## src/rtl/arbiter_moore_ej2.sv

```systemverilog
// arbiter_moore_ej2: two-requester Moore arbiter that shares one controller datapath.
// It gives the resource to at most one master at a time, in round-robin order.
// Each grant is limited to MAX_HOLD cycles. One dead (GAP) cycle is inserted between grants.
// Every output is decoded from registered state only.
//
// Ports:
//   inputClk       clock, all state changes on the rising edge
//   inputReset     synchronous active-high reset
//   inputReq0/1    level requests from master 0 / master 1
//   inputDone      current owner finished (only looked at in a grant state)
//   outputGnt0/1   master 0 / master 1 owns the shared controller
//   outputBusy     any grant state or the GAP cycle
//   outputTimeout  high during the GAP cycle that follows a grant ended by the hold limit
module arbiter_moore_ej2 #(
  parameter int unsigned MAX_HOLD = 8,
  parameter int unsigned CNT_W    = 4
) (
  input  logic inputClk,
  input  logic inputReset,
  input  logic inputReq0,
  input  logic inputReq1,
  input  logic inputDone,
  output logic outputGnt0,
  output logic outputGnt1,
  output logic outputBusy,
  output logic outputTimeout
);

  typedef enum logic [1:0] {
    StIdle = 2'b00,
    StG0   = 2'b01,
    StG1   = 2'b10,
    StGap  = 2'b11
  } state_e;

  localparam logic [CNT_W-1:0] LastCnt = CNT_W'(MAX_HOLD - 1);

  state_e           state_q;
  logic             last_gnt_q;  // 0: master 0 owned last, 1: master 1 owned last
  logic [CNT_W-1:0] cnt_q;
  logic             t_flag_q;

  always_ff @(posedge inputClk) begin
    if (inputReset) begin
      state_q    <= StIdle;
      last_gnt_q <= 1'b1;
      cnt_q      <= '0;
      t_flag_q   <= 1'b0;
    end else begin
      unique case (state_q)
        StIdle: begin
          t_flag_q <= 1'b0;
          cnt_q    <= '0;
          if (inputReq0 && inputReq1) begin
            state_q <= last_gnt_q ? StG0 : StG1;
          end else if (inputReq0) begin
            state_q <= StG0;
          end else if (inputReq1) begin
            state_q <= StG1;
          end
        end
        StG0: begin
          if (inputDone || !inputReq0 || (cnt_q == LastCnt)) begin
            state_q    <= StGap;
            last_gnt_q <= 1'b0;
            // Only a pure hold-limit release raises the timeout flag.
            t_flag_q   <= !inputDone && inputReq0;
          end else begin
            cnt_q <= cnt_q + CNT_W'(1);
          end
        end
        StG1: begin
          if (inputDone || !inputReq1 || (cnt_q == LastCnt)) begin
            state_q    <= StGap;
            last_gnt_q <= 1'b1;
            t_flag_q   <= !inputDone && inputReq1;
          end else begin
            cnt_q <= cnt_q + CNT_W'(1);
          end
        end
        StGap: begin
          state_q  <= StIdle;
          t_flag_q <= 1'b0;
        end
        default: state_q <= StIdle;
      endcase
    end
  end

  assign outputGnt0    = (state_q == StG0);
  assign outputGnt1    = (state_q == StG1);
  assign outputBusy    = (state_q != StIdle);
  assign outputTimeout = t_flag_q;

endmodule

```

## config.mk

```make
export PLATFORM = sky130hd
export DESIGN_NAME = arbiter_moore_ej2
export DESIGN_NICKNAME = d
export VERILOG_FILES = /design/src/rtl/arbiter_moore_ej2.sv
export SDC_FILE = /design/constraint.sdc
export NUM_CORES = 1
export LEC_CHECK = 0
export CORE_AREA = 2 2 53 45
export DETAILED_ROUTE_END_ITERATION = 10
export DIE_AREA = 0 0 55 47
export PLACE_DENSITY_LB_ADDON = 0.1
export SLEW_MARGIN = 15
export SYNTH_ARGS = -nofsm -noshare
export SYNTH_HDL_FRONTEND = slang
export SYNTH_SLANG_ARGS = --single-unit
```

## constraint.sdc

```tcl
create_clock -name inputClk -period 1.95 [get_ports inputClk]
set_input_delay 0.39 -clock inputClk [delete_from_list [all_inputs] [get_ports inputClk]]
set_output_delay 0.39 -clock inputClk [all_outputs]
set_load 0.005 [all_outputs]
```

Word-level counts from Yosys, hierarchy flattened
Cells that the tools add are included.
{ "word_totals": {"register_bits": 8, "latch_bits": 0, "ramBits": 0, "mem_bits_ro": 0, "in_bits": 5, "out_inout_bits": 4, "elab_cells": 49, "n_memories": 0} }
{ "classes": {"add_sub_neg": 1, "multipliers": 0, "div": 0, "n_lt_le_gt_ge": 0, "n_eq_ne": 9, "shifts": 0, "muxes": 16, "n_bitwise": 0, "reduce_logical": 19} }
{ "op_table": {"columns": ["cell", "n"], "rows": [
  ["$mux W2", 6],
  ["$pmux W4 S3", 1],
  ["$reduce_and A3 Y1", 3],
  ["$mux W4", 2],
  ["$pmux W2 S4", 1],
  ["$add A4 B1 Y4 const B", 1],
  ["$eq A2 B2 Y1 const B", 2],
  ["$eq A4 B3 Y1 const B", 1],
  ["$logic_or A1 B1 Y1", 4],
  ["$mux W1", 4],
  ["$ne A2 B1 Y1 const B", 2],
  ["$ne A2 B2 Y1 const B", 2],
  ["$ne A4 B4 Y1 const B", 1],
  ["$reduce_bool A2 Y1", 2],
  ["$logic_and A1 B1 Y1", 3],
  ["$logic_not A1 Y1", 3],
  ["$pmux W1 S3", 1],
  ["$reduce_bool A3 Y1", 1],
  ["$eq A2 B1 Y1 const B", 1],
  ["$logic_not A2 Y1", 1],
  ["$pmux W1 S2", 1],
  ["$reduce_and A2 Y1", 1],
  ["$reduce_or A2 Y1", 1]
]} }

Longest topological paths before layout
{ "logic_depth": {"word_depth": 5, "ltp_mapped": 6, "mapped_depth_nobuf": 6} }

Least setup slack after synthesis
No wires, ideal clock.
{ "synth_path": {"path_kind": "in2reg", "start": "input port state_q[0]", "end": "register state_q[1]", "setup_ps": 116, "arrival_time_ps": 1422, "t_required_ps": 1834, "path_slack_ps": 411, "stages": 7, "path_buffers": 0, "path_cell_list": "dfxtp_1 -> inv_1 -> ha_1 -> a22oi_1 -> o32ai_2 -> nor3_1 -> a31o_2"} }
{ "synth_between": {"elab_chain_cells": 3, "elab_cells_between_ends": 9, "classes_between": "6 x eq/ne; 1 x mux; 2 x reduce/logical"} }
{ "synth_rtl": {"columns": ["element", "line_no", "text"], "rows": [
  ["start, declared", "38", "state_e state_q;"],
  ["$eq A2 B2 Y1 *", null, null],
  ["net outputGnt1", "24", "output logic outputGnt1,"],
  ["$ne A2 B1 Y1 (no line)", null, null],
  ["$reduce_and A3 Y1 (no line)", null, null]
]} }
Mark *: on every way through the listed nets, which the timed path passes. The rest lies on a longest branch.
A chain may end at the register's enable or synchronous reset.

Worst setup path in the final report
{ "layout_path": {"start": "input port state_q[0]", "end": "output port outputGnt1"} }
{ "layout_between": {"elab_chain_cells": 1} }
{ "layout_rtl": {"columns": ["element", "line_no", "text"], "rows": [
  ["$eq A2 B2 Y1", "91", "assign outputGnt1 = (state_q == StG1);"],
  ["end, declared", "24", null]
]} }
No other way between the ends.

==> results.sh <==
export IMPL_cp_end_kind="output port"
export IMPL_synth_ff_type="dfxtp_1"
export IMPL_cts_tree="done"
export IMPL_cts_root_buf="clkbuf_4"
export IMPL_layout_drive_gt1_share=0.289
export IMPL_r2r_slack_ns=0.31
export IMPL_dp_hpwl_um=983
export IMPL_rsz0062_at_grt="false"
export IMPL_final_cell_mix="clkdlybuf4s50_1, inv_1, dfxtp_1, nor2_1, nand2_1"
export IMPL_hold_buffers=0
export IMPL_drt_initial_drc_count=14
export IMPL_fin_crit_sh=0.945
export IMPL_grtUsageTotal=0.109
export IMPL_hold_class="reg2reg"
export IMPL_ios=9
export IMPL_h_tree_depth=1
export IMPL_routedWlPerCell_um=12.2
export IMPL_die_width_um=55
export IMPL_ys_seq_area_frac=0.277
export IMPL_yosysWarnings=0
export IMPL_cts_buffers=3
export IMPL_dieArea_um2=2590
export IMPL_clk_path_buf_depth=2
export IMPL_chipHeight_um=47
export IMPL_place_congestion=0.721
export IMPL_multiInputGateArea_um2=384
export IMPL_drcViolationCount=0
export IMPL_hold_viol=0
export IMPL_ir_drop_mv=0.712
export IMPL_timing_fmax_mhz=542
export IMPL_final_common_cell="clkdlybuf4s50_1"
export IMPL_layout_cells_non_filler=101
export IMPL_drv_slew=0
export IMPL_skew_ns=0.00416
export IMPL_p_leak_nw=0.270
export IMPL_cts_resized_gates=1
export IMPL_synth_fp_nets=74
export IMPL_grt_pass1_vias=403
export IMPL_cts_sinks=8
export IMPL_tightest_slew_ns=0.376
export IMPL_grt_max_degree=11
export IMPL_core_um2=2060
export IMPL_syn_area_um2=578
export IMPL_grt_pass1_wl_um=1870
export IMPL_antenna_found_initial=0
export IMPL_criticalPathCategory="reg2out"
export IMPL_path_clk_slew_ns=0.06
export IMPL_fillers=219
export IMPL_power_density_nw_per_um2=1270
export IMPL_rows=15
export IMPL_start_util=0.280
export IMPL_pre_cts_slack_ns=0.00395
export IMPL_synth_edf_count=0
export IMPL_syn_to_final_growth_pct=26.2
export IMPL_via_count=473
export IMPL_postCtsSetupRepairBufs=0
export IMPL_ys_ff_latch=8
export IMPL_fin_tns_setup_ns=0
export IMPL_seq_area_um2=163
export IMPL_startpoint_type="flip-flop"
export IMPL_fin_util=0.353
export IMPL_status="finished clean"
export IMPL_fin_crit_ns=1.84
export IMPL_insertedDiodeCount=0
export IMPL_io_buffer_count=8
export IMPL_viasPerCell=4.68
export IMPL_holdWs_ns=0.503
export IMPL_ys_types=34
export IMPL_crit_arrival_ns=1.45
export IMPL_dp_cells=98
export IMPL_setup_viol=0
export IMPL_cp_max_fo=5
export IMPL_max_cap_violations=0
export IMPL_wl_um=1230
export IMPL_synthArstFlopShare=0
export IMPL_nets=88
export IMPL_drt_pass1_iterations=4
export IMPL_overflow=0
export IMPL_worst_slack_ns=0.106
export IMPL_synth_area_per_cell_um2=9.03
export IMPL_maxSlewHeadroom=0.749
export IMPL_critPathRequiredTime_ns=1.56
export IMPL_ant_nets=0
export IMPL_clk_insertion_delay_late_ns=0.25
export IMPL_synthCells=64
==> critical path, stage by stage, from the launching register on <==
cell and delay, ns:
dfxtp_2 0.33, inv_1 0.10, ha_2 0.25, clkdlybuf4s50_1 0.52
==> state kept, by name, indices dropped and copies added (netlist names) <==
name,count
cnt_q,4
state_q,2
last_gnt_q,1
outputTimeout,1
==> logic make-up after synthesis <==
kind of cell,synth area share
simple gates,0.236
compound gates,0.260
buf+inv,0.0671
flops,0.277
fa+ha+maj,0.108
mux,0.0520
==> layer usage <==
layer | vias up | part of all wire | track usage
li1 | 260 | - | -
met1 | 206 | 0.55 | 0.159
met2 | 5 | 0.40 | 0.131
met3 | 2 | 0.039 | 0.0573
met4 | 0 | 0.011 | 0.0439
met5 | - | 0 | 0
==> cell usage after synthesis (2+ instances only) <==
library cell | count | share of area
a31o_2 | 2 | 0.030
nand2_1 | 4 | 0.026
nand4_1 | 2 | 0.022
nor2_1 | 4 | 0.026
mux2i_1 | 3 | 0.052
inv_1 | 7 | 0.045
nor3_1 | 3 | 0.026
a21oi_1 | 2 | 0.017
ha_1 | 5 | 0.11
dfxtp_1 | 8 | 0.28
==> final cells by class <==
class | count | share of cell area
Sequential cell | 8 | 0.223
Timing Repair Buffer | 11 | 0.141
Inverter | 7 | 0.0360
Multi-Input combinational cell | 47 | 0.527
Clock buffer | 3 | 0.0309
Tap cell | 25 | 0.0429
==> per-stage QoR <==
step,total power [mW],cell area [µm²]
finish,0.925,729
global route,0.994,729
CTS,0.924,722
detailed placement,0.783,699
global placement,0.787,699
floorplan,0.613,578
==> power breakdown <==
part	internal, mW	switching (mW)	total (mW)
Combinational	0.274	0.284	0.557
Clock	0.0706	0.0582	0.129
Sequential	0.207	0.0316	0.239
Total	0.551	0.374	0.925
==> worst paths after layout <==
kind,startpoint,endpoint,cells after the start
worst max-delay path,state_q[0],outputGnt1,3
worst min-delay path,outputTimeout,outputTimeout,2
worst max register to register,state_q[0],state_q[1],6
worst min register to register,outputTimeout,outputTimeout,2
No activity file was read; power rests on OpenSTA's default activity.
